$ cat config.mk
export PLATFORM = sky130hd
export DESIGN_NAME = inst_loader
export DESIGN_NICKNAME = d
export VERILOG_FILES = /design/src/rtl/loader_pkg.sv /design/src/rtl/byte_packer.sv /design/src/rtl/inst_loader.sv
export SDC_FILE = /design/constraint.sdc
export NUM_CORES = 1
export LEC_CHECK = 0
export BUFFER_PORTS_ARGS = -buffer_cell sky130_fd_sc_hd__buf_2
export CORE_UTILIZATION = 50
export DETAILED_ROUTE_END_ITERATION = 7
export PLACE_DENSITY = 0.71
export SLEW_MARGIN = 20
export SYNTH_ARGS = -nofsm -noshare
export SYNTH_HDL_FRONTEND = slang
export SYNTH_HIERARCHICAL = 1
export SYNTH_SLANG_ARGS = --single-unit
$ cat constraint.sdc
create_clock -name clk -period 4.67 [get_ports clk]
set_clock_uncertainty 0.15 [all_clocks]
set_input_delay 0.2335 -clock clk [delete_from_list [all_inputs] [get_ports clk]]
set_output_delay 0.2335 -clock clk [all_outputs]
set_load 0.1 [all_outputs]
$ cat src/rtl/loader_pkg.sv
// rtl/loader_pkg.sv - shared loader state encodings and instruction-memory geometry
package loader_pkg;

    localparam int LDR_DATA_WIDTH = 32;
    localparam int LDR_NUM_INSTS  = 512;
    localparam int LDR_ADDR_WIDTH = 9;

    localparam logic [2:0] ST_IDLE  = 3'd0;
    localparam logic [2:0] ST_LOAD  = 3'd1;
    localparam logic [2:0] ST_DRAIN = 3'd2;
    localparam logic [2:0] ST_DONE  = 3'd3;
    localparam logic [2:0] ST_ERR   = 3'd4;

endpackage

$ cat src/rtl/byte_packer.sv
// rtl/byte_packer.sv - little-endian assembly of four stream bytes into one word
module byte_packer (
    input  logic        clk,
    input  logic        rstn,
    input  logic        clear,
    input  logic        in_valid,
    input  logic [7:0]  in_data,
    output logic        word_valid,
    output logic [31:0] word
);

    logic [1:0]  cnt;
    logic [23:0] acc;

    always_ff @(posedge clk or negedge rstn) begin
        if (!rstn) begin
            cnt <= 2'd0;
            acc <= 24'd0;
        end else if (clear) begin
            cnt <= 2'd0;
            acc <= 24'd0;
        end else if (in_valid) begin
            cnt <= cnt + 2'd1;
            case (cnt)
                2'd0:    acc[7:0]   <= in_data;
                2'd1:    acc[15:8]  <= in_data;
                2'd2:    acc[23:16] <= in_data;
                default: acc        <= 24'd0;
            endcase
        end
    end

    // The fourth byte is forwarded combinationally so the word is complete on its accept edge.
    assign word_valid = in_valid && (cnt == 2'd3);
    assign word       = {in_data, acc};

endmodule

$ cat src/rtl/inst_loader.sv
// rtl/inst_loader.sv - boot-time instruction-memory loader holding the core in reset
module inst_loader
    import loader_pkg::*;
#(
    parameter int DATA_WIDTH     = LDR_DATA_WIDTH,
    parameter int NUM_INSTS      = LDR_NUM_INSTS,
    parameter int ADDR_WIDTH     = LDR_ADDR_WIDTH,
    parameter int TIMEOUT_CYCLES = 65536
) (
    input  logic                  clk,
    input  logic                  rstn,
    input  logic                  start,
    input  logic [ADDR_WIDTH:0]   len_words,
    input  logic                  byte_valid,
    input  logic [7:0]            byte_data,
    output logic                  byte_ready,
    output logic                  imem_we,
    output logic [ADDR_WIDTH-1:0] imem_addr,
    output logic [DATA_WIDTH-1:0] imem_wdata,
    output logic                  cpu_rstn,
    output logic                  busy,
    output logic                  done,
    output logic                  error,
    output logic [31:0]           checksum
);

    localparam int                  IDLE_W     = $clog2(TIMEOUT_CYCLES + 1);
    localparam logic [IDLE_W-1:0]   IDLE_LAST  = IDLE_W'(TIMEOUT_CYCLES - 1);
    localparam logic [ADDR_WIDTH:0] MAX_LEN    = (ADDR_WIDTH + 1)'(NUM_INSTS);

    logic [2:0]            state;
    logic [2:0]            state_nxt;
    logic [ADDR_WIDTH-1:0] word_idx;
    logic [ADDR_WIDTH-1:0] last_idx;
    logic [ADDR_WIDTH-1:0] last_idx_nxt;
    logic [ADDR_WIDTH:0]   len_m1;
    logic [IDLE_W-1:0]     idle_cnt;
    logic                  xfer;
    logic                  can_start;
    logic                  len_legal;
    logic                  load_entry;
    logic                  last_word;
    logic                  timeout_hit;
    logic                  word_valid;
    logic [31:0]           word;

    assign xfer        = byte_valid && (state == ST_LOAD);
    assign can_start   = (state == ST_IDLE) || (state == ST_DONE) || (state == ST_ERR);
    assign len_legal   = (len_words != '0) && (len_words <= MAX_LEN);
    assign load_entry  = start && can_start && len_legal;
    assign last_word   = word_valid && (word_idx == last_idx);
    assign timeout_hit = !xfer && (idle_cnt == IDLE_LAST);
    assign len_m1      = len_words - (ADDR_WIDTH + 1)'(1);
    assign last_idx_nxt = len_m1[ADDR_WIDTH-1:0];

    byte_packer u_packer (
        .clk        (clk),
        .rstn       (rstn),
        .clear      (load_entry),
        .in_valid   (xfer),
        .in_data    (byte_data),
        .word_valid (word_valid),
        .word       (word)
    );

    always_comb begin
        state_nxt = state;
        case (state)
            ST_IDLE, ST_DONE, ST_ERR: begin
                if (start) state_nxt = len_legal ? ST_LOAD : ST_ERR;
            end
            ST_LOAD: begin
                if (last_word)        state_nxt = ST_DRAIN;
                else if (timeout_hit) state_nxt = ST_ERR;
            end
            ST_DRAIN: state_nxt = ST_DONE;
            default:  state_nxt = ST_IDLE;
        endcase
    end

    always_ff @(posedge clk or negedge rstn) begin
        if (!rstn) begin
            state      <= ST_IDLE;
            word_idx   <= '0;
            last_idx   <= '0;
            idle_cnt   <= '0;
            checksum   <= 32'd0;
            imem_we    <= 1'b0;
            imem_addr  <= '0;
            imem_wdata <= '0;
            cpu_rstn   <= 1'b0;
        end else begin
            state    <= state_nxt;
            // Release follows the DONE entry so the final write has committed first.
            cpu_rstn <= (state_nxt == ST_DONE);
            imem_we  <= word_valid;
            if (load_entry) begin
                word_idx <= '0;
                last_idx <= last_idx_nxt;
                idle_cnt <= '0;
                checksum <= 32'd0;
            end else if (state == ST_LOAD) begin
                idle_cnt <= xfer ? '0 : idle_cnt + IDLE_W'(1);
                if (word_valid) begin
                    word_idx   <= word_idx + ADDR_WIDTH'(1);
                    checksum   <= checksum + word;
                    imem_addr  <= word_idx;
                    imem_wdata <= DATA_WIDTH'(word);
                end
            end
        end
    end

    assign byte_ready = (state == ST_LOAD);
    assign busy       = (state == ST_LOAD) || (state == ST_DRAIN);
    assign done       = (state == ST_DONE);
    assign error      = (state == ST_ERR);

endmodule

==> results.sh <==
export IMPL_num_rows=45
export IMPL_path_delay_family="buffers and inverters"
export IMPL_grt_pass1_vias=6181
export IMPL_synth_simple_gate_area_frac=0.219
export IMPL_grt_setup_unrepaired="no"
export IMPL_synth_seq_cells=139
export IMPL_peakVddDrop_mv=0.480
export IMPL_yosysWarningCount=6
export IMPL_path_class="primary input to flop"
export IMPL_finalHoldViolations=0
export IMPL_layout_drive_gt1_share=0.152
export IMPL_synth_xor_area_frac=0.0553
export IMPL_slew_headroom=0.364
export IMPL_yosysMostFrequentCell="nand2_1"
export IMPL_avgSynthCellArea_um2=8.72
export IMPL_cts_buffers=17
export IMPL_dr_pass1_iters=5
export IMPL_fin_crit_sh=0.669
export IMPL_holdBufCountCts=14
export IMPL_drc_errors=0
export IMPL_slew_violations=0
export IMPL_synthesis_nets=952
export IMPL_grt_max_degree=108
export IMPL_synth_top_area_frac=0.448
export IMPL_wl_per_cell_um=15.6
export IMPL_ys_flop_type="dfrtp_1"
export IMPL_postCtsSetupBuffers=0
export IMPL_ys_seq_area_frac=0.448
export IMPL_viasPerCell=5.61
export IMPL_path_cells="dlygate4sd3_1, buf_2, nor4_1, nand4b_1, xor2_1, nand2_1, or2_1, buf_4, inv_2, nor2_4, a31oi_1, o2bb2ai_1"
export IMPL_async_flop_share=1.00
export IMPL_fin_ws_ns=1.55
export IMPL_multi_input_area_mm2=0.00395
export IMPL_cts_root_buf="clkbuf_16"
export IMPL_cp_slowest_cell="inv_2"
export IMPL_cp_end_kind="flop"
export IMPL_hpwl_mm=12.7
export IMPL_cts_tree="done"
export IMPL_synth_top_family_by_area="simple AND/OR/NAND/NOR gates"
export IMPL_path_clk_slew_ns=0.05
export IMPL_grt_pass1_wl_mm=31.0
export IMPL_cts_repair_resized=0
export IMPL_initial_core_util=0.512
export IMPL_pre_cts_slack_ns=1.64
export IMPL_cts_num_sinks=139
export IMPL_synthDistinctLibCells=67
export IMPL_clock_fmax_mhz=320
export IMPL_synth_edff_count=0
export IMPL_insertedDiodeCount=0
export IMPL_core_area_mm2=0.0151
export IMPL_gr_total_overflow=0
export IMPL_grt_usage=0.244
export IMPL_fp_dieArea_mm2=0.0160
export IMPL_insertion_delay_ns=0.41
export IMPL_portBuffers=100
export IMPL_worstPathArrival_ns=3.27
export IMPL_design_area_mm2=0.00899
export IMPL_crit_fanout=38
export IMPL_yosys_area_top_type="dfrtp_1"
export IMPL_ctsHtreeMaxLevel=4
export IMPL_setup_violations=0
export IMPL_clock_path_buffers=2
export IMPL_critical_path_startpoint_type="primary input"
export IMPL_tns_ns=0
export IMPL_fp_dieH_um=127
export IMPL_synth_cells=889
export IMPL_synthMuxAreaShare=0.00387
export IMPL_dpl_cell_area_mm2=0.00831
export IMPL_ios=101
export IMPL_worst_pin_slew_ns=0.954
export IMPL_vias=6618
export IMPL_areaGrowthSynthToFinish_pct=15.9
export IMPL_synth_top_cells_by_count="nand2_1, dfrtp_1, o21ai_0"
export IMPL_antenna_found_initial=0
export IMPL_syn_area_mm2=0.00776
export IMPL_nets=1042
export IMPL_die_width_um=127
export IMPL_p_per_area_mw_per_mm2=505
export IMPL_p_leak_nw=4.52
export IMPL_hold_path_class="primary input to flop"
export IMPL_synth_compound_area_frac=0.163
export IMPL_critPathRequiredTime_ns=4.82
export IMPL_detail_route_antenna_nets=0
export IMPL_dr_first_iter_drc_count=374
export IMPL_fin_crit_ns=3.12
export IMPL_synthAdderAreaFrac=0.0671
export IMPL_cap_violations=0
export IMPL_regArea_mm2=0.00348
export IMPL_path_buf_inv=4
export IMPL_status="complete, no violations"
export IMPL_max_stage_delay_ns=0.57
export IMPL_ys_top_cells_by_area="dfrtp_1, nand2_1, ha_1"
export IMPL_routed_wl_mm=18.4
export IMPL_n_fill_cell=1310
export IMPL_gp_congestion=0.911
==> where the power goes <==
group | internal [W] | switching, W
logic | 0.000368 | 0.00133
clock network | 0.000750 | 0.000488
registers | 0.00142 | 0.000184
total | 0.00254 | 0.00200
==> logic make-up after synthesis <==
kind of cell / Yosys count
compound gates: 207
flops: 139
fa+ha+maj: 41
mux: 3
buf+inv: 73
simple gates: 377
xor+xnor: 49
==> worst paths after layout <==
check | end | start | slack (ns) | cells past startpoint
worst max-delay path | checksum[31] | len_words[7] | 1.55 | 12
worst min-delay path | last_idx[5] | len_words[5] | 0.01 | 3
worst max register to register | checksum[16] | state[1] | 1.70 | 8
worst min register to register | imem_wdata[2] | imem_wdata[2] | 0.31 | 2
max in group asynchronous | imem_wdata[24] | rstn | 2.98 | 3
min in group asynchronous | imem_addr[7] | rstn | 0.37 | 2
==> routing by layer <==
layer  share of wire  global-route usage  wire length, um  vias up
met1            0.48               0.341             8850     3167
met2            0.45               0.375             8330      178
met5               0                   0                0        -
met3           0.051              0.0565              942       23
met4           0.017              0.0829              307        0
li1                -                   -                -     3250
==> final cells by class <==
class                           instances  area share
Sequential cell                       139       0.387
Clock inverter                          9     0.00808
Inverter                               24      0.0100
Multi-Input combinational cell        677       0.440
Timing Repair Buffer                  120      0.0770
Clock buffer                           22      0.0517
Tap cell                              188      0.0262
==> worst min-delay path, cell delays in order <==
cell and delay, ns:
buf_2 0.12, xnor2_1 0.11, o21ai_0 0.06
==> registers in the layout (all words and copies together) (netlist names), 2 cells and up <==
signal,cells
state,3
u_packer/acc,24
imem_wdata,32
last_idx,9
checksum,32
idle_cnt,17
imem_addr,9
word_idx,9
u_packer/cnt,2
==> per-stage QoR <==
stage	power, W	instances	utilization	hold slack (ns)
floorplan	0.00299	889	-	-0.212
global placement	0.00328	1134	0.549	0.289
detailed placement	0.00331	1134	0.549	0.280
CTS	0.00456	1179	0.593	0.00260
global route	0.00476	1179	0.593	0.0201
finish	0.00454	1179	0.593	0.0117
==> cells in the final DEF, fill, tap and decap left out, types with 14 or more instances in the layout <==
cell type and count:
inv_1 23, xnor2_1 23, nand4_1 19, buf_2 99, ha_1 40, o21ai_0 77, clkbuf_16 17, a21oi_1 62
xor2_1 26, dlygate4sd3_1 14, nor2_1 39, nand3_1 51, nand2_1 212, dfrtp_1 139
(Power assumes the default switching activity.)
